**src/rtl/alu_result_buffer_if.sv**
```systemverilog
// Handshake bundle between the ALU issue side, the result buffer and register-file writeback.
// The slave modport is the buffer; the master modport is whatever drives ALU results and accepts writeback.
interface alu_result_buffer_if #(
  parameter int unsigned DATA_W = 8,
  parameter int unsigned ADDR_W = 3,
  parameter int unsigned DEPTH  = 4
);
  localparam int unsigned CNT_W = $clog2(DEPTH) + 1;

  logic              in_valid;
  logic              in_ready;
  logic [DATA_W-1:0] in_result;
  logic [ADDR_W-1:0] in_dest;
  logic              wb_valid;
  logic              wb_ready;
  logic [DATA_W-1:0] wb_data;
  logic [ADDR_W-1:0] wb_addr;
  logic [CNT_W-1:0]  count;
  logic              flag_zero;
  logic              flag_ones;
  logic              drop_err;

  modport master (
    output in_valid, in_result, in_dest, wb_ready,
    input  in_ready, wb_valid, wb_data, wb_addr, count, flag_zero, flag_ones, drop_err
  );

  modport slave (
    input  in_valid, in_result, in_dest, wb_ready,
    output in_ready, wb_valid, wb_data, wb_addr, count, flag_zero, flag_ones, drop_err
  );
endinterface

```
**src/rtl/alu_result_buffer.sv**
```systemverilog
// FIFO between ALU results and register-file writeback; tracks zero/all-ones of the last
// written-back value and a sticky overflow flag.
module alu_result_buffer #(
  parameter int unsigned DATA_W = 8,
  parameter int unsigned ADDR_W = 3,
  parameter int unsigned DEPTH  = 4
) (
  input  logic                clk,
  input  logic                rst,
  alu_result_buffer_if.slave  bus
);
  localparam int unsigned PTR_W = $clog2(DEPTH);
  localparam int unsigned CNT_W = PTR_W + 1;
  localparam logic [CNT_W-1:0] FULL = CNT_W'(DEPTH);

  logic [DATA_W-1:0] data_mem_q [DEPTH];
  logic [ADDR_W-1:0] addr_mem_q [DEPTH];
  logic [PTR_W-1:0]  wr_ptr_q, wr_ptr_d;
  logic [PTR_W-1:0]  rd_ptr_q, rd_ptr_d;
  logic [CNT_W-1:0]  count_q, count_d;
  logic              flag_zero_q, flag_zero_d;
  logic              flag_ones_q, flag_ones_d;
  logic              drop_err_q, drop_err_d;
  logic              push, pop, not_empty;
  logic [DATA_W-1:0] head_data;
  logic [ADDR_W-1:0] head_addr;

  assign not_empty = (count_q != '0);
  // Full refuses pushes even when a pop happens the same cycle: no bypass path.
  assign push      = bus.in_valid && (count_q != FULL);
  assign pop       = not_empty && bus.wb_ready;
  assign head_data = not_empty ? data_mem_q[rd_ptr_q] : '0;
  assign head_addr = not_empty ? addr_mem_q[rd_ptr_q] : '0;

  always_comb begin
    wr_ptr_d    = wr_ptr_q;
    rd_ptr_d    = rd_ptr_q;
    count_d     = count_q;
    flag_zero_d = flag_zero_q;
    flag_ones_d = flag_ones_q;
    drop_err_d  = drop_err_q;
    if (push) wr_ptr_d = wr_ptr_q + 1'b1;
    if (pop) begin
      rd_ptr_d    = rd_ptr_q + 1'b1;
      flag_zero_d = (head_data == '0);
      flag_ones_d = (head_data == '1);
    end
    case ({push, pop})
      2'b10:   count_d = count_q + 1'b1;
      2'b01:   count_d = count_q - 1'b1;
      default: count_d = count_q;
    endcase
    if (bus.in_valid && !push) drop_err_d = 1'b1;
  end

  always_ff @(posedge clk or posedge rst) begin
    if (rst) begin
      wr_ptr_q    <= '0;
      rd_ptr_q    <= '0;
      count_q     <= '0;
      flag_zero_q <= 1'b0;
      flag_ones_q <= 1'b0;
      drop_err_q  <= 1'b0;
    end else begin
      wr_ptr_q    <= wr_ptr_d;
      rd_ptr_q    <= rd_ptr_d;
      count_q     <= count_d;
      flag_zero_q <= flag_zero_d;
      flag_ones_q <= flag_ones_d;
      drop_err_q  <= drop_err_d;
    end
  end

  // Storage is not reset; stale entries are unreachable once the count is cleared.
  always_ff @(posedge clk) begin
    if (push) begin
      data_mem_q[wr_ptr_q] <= bus.in_result;
      addr_mem_q[wr_ptr_q] <= bus.in_dest;
    end
  end

  assign bus.in_ready  = (count_q != FULL);
  assign bus.wb_valid  = not_empty;
  assign bus.wb_data   = head_data;
  assign bus.wb_addr   = head_addr;
  assign bus.count     = count_q;
  assign bus.flag_zero = flag_zero_q;
  assign bus.flag_ones = flag_ones_q;
  assign bus.drop_err  = drop_err_q;
endmodule

```
**src/flat_wrapper.sv**
```systemverilog
// flat-port wrapper written by rule: the top's interface ports become plain ports
module alu_result_buffer_flat 
#(
  parameter int unsigned DATA_W = 8,
  parameter int unsigned ADDR_W = 3,
  parameter int unsigned DEPTH  = 4
)
  (clk, rst, bus_in_valid, bus_in_result, bus_in_dest, bus_wb_ready, bus_in_ready, bus_wb_valid, bus_wb_data, bus_wb_addr, bus_count, bus_flag_zero, bus_flag_ones, bus_drop_err);
  alu_result_buffer_if #(.DATA_W(DATA_W), .ADDR_W(ADDR_W), .DEPTH(DEPTH)) bus_i ();
  input  logic clk;
  input  logic rst;
  input wire logic [$bits(bus_i.in_valid)-1:0] bus_in_valid;
  input wire logic [$bits(bus_i.in_result)-1:0] bus_in_result;
  input wire logic [$bits(bus_i.in_dest)-1:0] bus_in_dest;
  input wire logic [$bits(bus_i.wb_ready)-1:0] bus_wb_ready;
  output wire logic [$bits(bus_i.in_ready)-1:0] bus_in_ready;
  output wire logic [$bits(bus_i.wb_valid)-1:0] bus_wb_valid;
  output wire logic [$bits(bus_i.wb_data)-1:0] bus_wb_data;
  output wire logic [$bits(bus_i.wb_addr)-1:0] bus_wb_addr;
  output wire logic [$bits(bus_i.count)-1:0] bus_count;
  output wire logic [$bits(bus_i.flag_zero)-1:0] bus_flag_zero;
  output wire logic [$bits(bus_i.flag_ones)-1:0] bus_flag_ones;
  output wire logic [$bits(bus_i.drop_err)-1:0] bus_drop_err;
  assign bus_i.in_valid = bus_in_valid;
  assign bus_i.in_result = bus_in_result;
  assign bus_i.in_dest = bus_in_dest;
  assign bus_i.wb_ready = bus_wb_ready;
  assign bus_in_ready = bus_i.in_ready;
  assign bus_wb_valid = bus_i.wb_valid;
  assign bus_wb_data = bus_i.wb_data;
  assign bus_wb_addr = bus_i.wb_addr;
  assign bus_count = bus_i.count;
  assign bus_flag_zero = bus_i.flag_zero;
  assign bus_flag_ones = bus_i.flag_ones;
  assign bus_drop_err = bus_i.drop_err;
  alu_result_buffer #(.DATA_W(DATA_W), .ADDR_W(ADDR_W), .DEPTH(DEPTH)) u_core (.clk(clk), .rst(rst), .bus(bus_i));
endmodule
```
**config.mk**
```make
export PLATFORM = sky130hd
export DESIGN_NAME = alu_result_buffer_flat
export DESIGN_NICKNAME = d
export VERILOG_FILES = /design/src/rtl/alu_result_buffer_if.sv /design/src/rtl/alu_result_buffer.sv /design/src/flat_wrapper.sv
export SDC_FILE = /design/constraint.sdc
export NUM_CORES = 1
export LEC_CHECK = 0
export CAP_MARGIN = 20
export CORE_ASPECT_RATIO = 1.1
export CORE_MARGIN = 5
export CORE_UTILIZATION = 30
export CTS_CLUSTER_SIZE = 28
export DETAILED_ROUTE_END_ITERATION = 8
export HOLD_SLACK_MARGIN = 0.12
export SLEW_MARGIN = 20
export SYNTH_ARGS = -nofsm -noshare
export SYNTH_HDL_FRONTEND = slang
export SYNTH_SLANG_ARGS = --single-unit
export TNS_END_PERCENT = 20
```
**constraint.sdc**
```tcl
create_clock -name clk -period 3.07 [get_ports clk]
set_clock_uncertainty 0.15 [all_clocks]
set_input_delay 0.7675 -clock clk [delete_from_list [all_inputs] [get_ports clk]]
set_output_delay 0.7675 -clock clk [all_outputs]
set_load 0.005 [all_outputs]
```
Word-level counts from Yosys, hierarchy flattened
Memory sizes are Yosys's and may differ from the RTL's.
Cells that the tools add are included.
{ "word_totals": {"ff_bits": 10, "mem_bits_rw": 44, "inputBits": 15, "word_cells": 28, "memories": 2} }
{ "memory_table": {"columns": ["name", "words", "width", "rd", "rd_clocked_by_memory_dff", "wr", "line", "source"], "rows": [
  ["u_core.data_mem_q", 4, 8, 1, 0, 1, "alu_result_buffer.sv:16", "logic [DATA_W-1:0] data_mem_q [DEPTH];"],
  ["u_core.addr_mem_q", 4, 3, 1, 0, 1, "alu_result_buffer.sv:17", "logic [ADDR_W-1:0] addr_mem_q [DEPTH];"]
]} }
{ "classes": {"addsub": 4, "n_eq_ne": 4, "n_mux": 5, "reduce_logical": 7} }
{ "ops": {"columns": ["cell", "n"], "rows": [
  ["$eq A8 B8 Y1 const B", 1],
  ["$logic_not A8 Y1", 1],
  ["$mux W8", 1],
  ["$pmux W3 S2", 1],
  ["$add A2 B1 Y2 const B", 2],
  ["$add A3 B1 Y3 const B", 1],
  ["$logic_and A1 B1 Y1", 3],
  ["$mux W3", 1],
  ["$ne A3 B3 Y1 const B", 1],
  ["$reduce_bool A3 Y1", 1],
  ["$sub A3 B1 Y3 const B", 1],
  ["$eq A2 B1 Y1 const B", 1],
  ["$eq A2 B2 Y1 const B", 1],
  ["$mux W1", 2],
  ["$reduce_bool A2 Y1", 1],
  ["$logic_not A1 Y1", 1]
]} }

Logic depth before layout (Yosys ltp)
{ "depth": {"ltp_word": 4, "mapped_depth": 9, "mapped_depth_nobuf": 9} }

Worst setup path after synthesis
OpenSTA, ideal clock, no wires.
{ "synth_path": {"path_type": "register to output", "from": "register u_core.rd_ptr_q[0]", "to": "output port bus_wb_data[0]", "arrival_ns": 1.348, "required_time_ns": 2.152, "setup_slack_ns": 0.804, "stages_incl_launch_ff": 4, "n_path_buf": 1, "cell_sequence": "dfrtp_1 -> buf_6 -> mux4_1 -> and2_1"} }
{ "synth_between": {"elab_chain_len": 2} }
{ "synth_lines": {"columns": ["item", "line", "source"], "rows": [
  ["start, declared", "alu_result_buffer.sv:19", "logic [PTR_W-1:0] rd_ptr_q, rd_ptr_d;"],
  ["start signal, assigned", "alu_result_buffer.sv:66", "rd_ptr_q <= rd_ptr_d;"],
  ["$mem_v2 Z4 W8", null, null],
  ["$mux W8", "alu_result_buffer.sv:32", "assign head_data = not_empty ? data_mem_q[rd_ptr_q] : '0;"],
  ["end, declared", "flat_wrapper.sv:18", "output wire logic [$bits(bus_i.wb_data)-1:0] bus_wb_data;"]
]} }
No other way between the ends.

Final worst setup path
{ "layout_path": {"from": "register u_core.rd_ptr_q[0]", "to": "output port bus_wb_data[2]"} }
Same word-level chain as after synthesis.

==> summary.txt <==
Crit Path Max Fanout - 13
Synth top area cells - edfxtp_1 58%, dfrtp_1 11%, mux4_1 10%
Nets - 186
Post-route ant nets - 0
Slew Viols, Final - 0
Total leakage power - 0.00102 uW
Root Buffer - clkbuf_8
Setup_tns - 0 ns
Power Dens Cells - 913 nW/um^2
Dominant cell type by area after synthesis - edfxtp_1
ANT cells - 0
Routability congestion estimate - 0.661
H-tree levels - 2
Worst-path cell chain - buf_6 -> mux4_1 -> and2_1 -> clkdlybuf4s50_1
Crit path max-delay family - multiplexers
Slowest cell on the critical path - mux4_1
Initial cell density of the core - 30.6%
Largest net degree at the start of global routing - 17
Final hold violation count - 0
I/O pin total - 34
DRC viols - 0
Die Wd - 92.8 um
Worst Path Buf+Inv - 2
Worst endpoint required time - 2.15 ns
Path type of the worst setup path - reg2out
Final WS setup - 0.0445 ns
RSZ-0062 raised after global routing - yes
Post-synthesis cell area - 2260 um^2
DIE AREA - 9370 um^2
Cts hold-fix bufs - 0
Initial antenna violation count - 0
Synth cell types - 28
Layout fillers - 663
WP data arrival - 2.11 ns
Core area - 7390 um^2
Design Power - 2600 uW
Fraction of registers with async set/reset - 18.5%
Max VDD drop - 234 uV
Yosys reg bits - 54
Area added between synthesis and finish - 25.8%
Post-synth top area share - 58.4%
Vias in the first global route - 1,309
Slew headroom - 64.4%
Num CTS Buffers - 5
Drt initial violations - 68
Skew-Pair Late Insertion Delay - 0.30 ns
Post-Synthesis Cells - 121
Max Fclk - 331 MHz
Critical Path End Type - primary output
Period utilization - 98.6%
Register area share after synthesis - 69.5%
# port buffers - 33
GRT Total Usage - 9.19%
Critical path startpoint category - register
Via-per-instance ratio - 4.74
Placement Setup Slack - 0.277 ns
Site row count - 33
Wirelength per Cell - 15.6 um
Pre-antenna DRT Iters - 4
CTS max path bufs - 2
Post-synth EDFFs - 44
TritonCTS clock tree - yes
Slew of the pin with the lowest slew margin - 0.534 ns
Post-route minimum period - 3.03 ns
First-pass GRT wire length - 6.56 mm
Ys Warns - 0
Worst path max stage delay - 0.64 ns
Clock-pin slew on the worst setup and hold paths - 0.08 ns
Status - finished clean
Max cap viols - 0
Total vias in the final route - 1,200
Aggregate global routing overflow - 0
Post-CTS Setup Inserts - 0
Setup-failing EPs final - 0
Mapped Nets - 142
Die Ht - 101 um
# clock sinks - 54
Placed cell count - 245
Layout cells sized above 1 - 12.7%
Hold Path Class - reg2reg
Detailed placement HPWL - 2.89 mm
Detailed Route WL - 3.96 mm
Non-filler cells in the finished layout - 253
Top FF cell, synth - edfxtp_1
Syn Area/Cell - 18.7 um^2
Layout Utilization - 38.5%
cell usage in the layout (no fill, tap or decap), types with 2 or more instances in the layout:
| cell type | Yosys | final |
|---|---|---|
| and2_1 | 14 | 14 |
| buf_4 | 0 | 6 |
| clkbuf_8 | 0 | 6 |
| clkdlybuf4s50_1 | 0 | 33 |
| dfrtp_1 | 10 | 10 |
| edfxtp_1 | 44 | 44 |
| ha_1 | 5 | 5 |
| inv_1 | 9 | 9 |
| mux4_1 | 9 | 7 |
| mux4_2 | 2 | 4 |
| nand4_1 | 2 | 2 |
| o31ai_1 | 3 | 3 |
| xnor2_1 | 4 | 4 |
| xor2_1 | 2 | 2 |
per-stage QoR:
| step | hold slack (ns) | cell area [um^2] |
|---|---|---|
| 2_1_floorplan | 0.301 | 2260 |
| 3_3_place_gp | 0.295 | 2730 |
| 3_5_place_dp | 0.297 | 2730 |
| 4_1_cts | 0.320 | 2850 |
| 5_1_grt | 0.362 | 2850 |
| 6_report | 0.313 | 2850 |
cell usage after synthesis (2+ instances only):
library cell and n:
ha_1 5, edfxtp_1 44, inv_1 9, mux4_1 9
xnor2_1 4, xor2_1 2, mux4_2 2, dfrtp_1 10
nand4_1 2, and2_1 14, o31ai_1 3
final timing paths:
check / from / to / slack [ns] / depth (start not counted)
worst max-delay path: u_core.rd_ptr_q[0] / bus_wb_data[2] / 0.04 / 4
max in group asynchronous: rst / u_core.bus.flag_zero / 1.87 / 2
worst min-delay path: u_core.bus.drop_err / u_core.bus.drop_err / 0.31 / 1
min in group asynchronous: rst / u_core.bus.drop_err / 0.61 / 2
worst min register to register: u_core.bus.drop_err / u_core.bus.drop_err / 0.31 / 1
worst max register to register: u_core.bus.count[0] / u_core.bus.count[2] / 0.77 / 9
flip-flops by register name, summed over array words and instances (netlist names):
name,cells
u_core.data_mem_q,32
u_core.addr_mem_q,12
u_core.bus.count,3
u_core.rd_ptr_q,2
u_core.wr_ptr_q,2
u_core.bus.drop_err,1
u_core.bus.flag_ones,1
u_core.bus.flag_zero,1
kinds of logic after synthesis:
kind of cell | Yosys count | synth area share, %
compound gates | 6 | 1.99
buf+inv | 12 | 2.38
fa+ha+maj | 6 | 3.65
simple gates | 24 | 6.75
flops | 54 | 69.5
mux | 13 | 13.4
xor+xnor | 6 | 2.32
per-layer routing:
layer	share of wire [%]	up-vias	track usage (%)	routed length, um
met5	0	-	0	0
met4	1.1	0	3.72	44
met3	4.7	4	2.54	186
met2	53	31	16.4	2110
met1	41	613	10.4	1620
li1	-	552	-	-
power by group:
group	switching, uW	internal [uW]
clock network	204	266
registers	103	980
logic	431	616
timing repair:
item                                    in CTS  in global routing
resized for setup                            2                  1
pin swaps                                    0                  0
endpoints found under the setup margin       4                  5
final cells by class:
type	count	area [um^2]	area share, %
timing repair buffer	40	387	13.6
tap	87	109	3.83
multi-input combinational	55	628	22.1
sequential	54	1570	55.2
inverter	9	33.8	1.19
clock inverter	1	30.0	1.06
clock buffer	7	86.3	3.03
No activity file was read; power rests on OpenSTA's default activity.
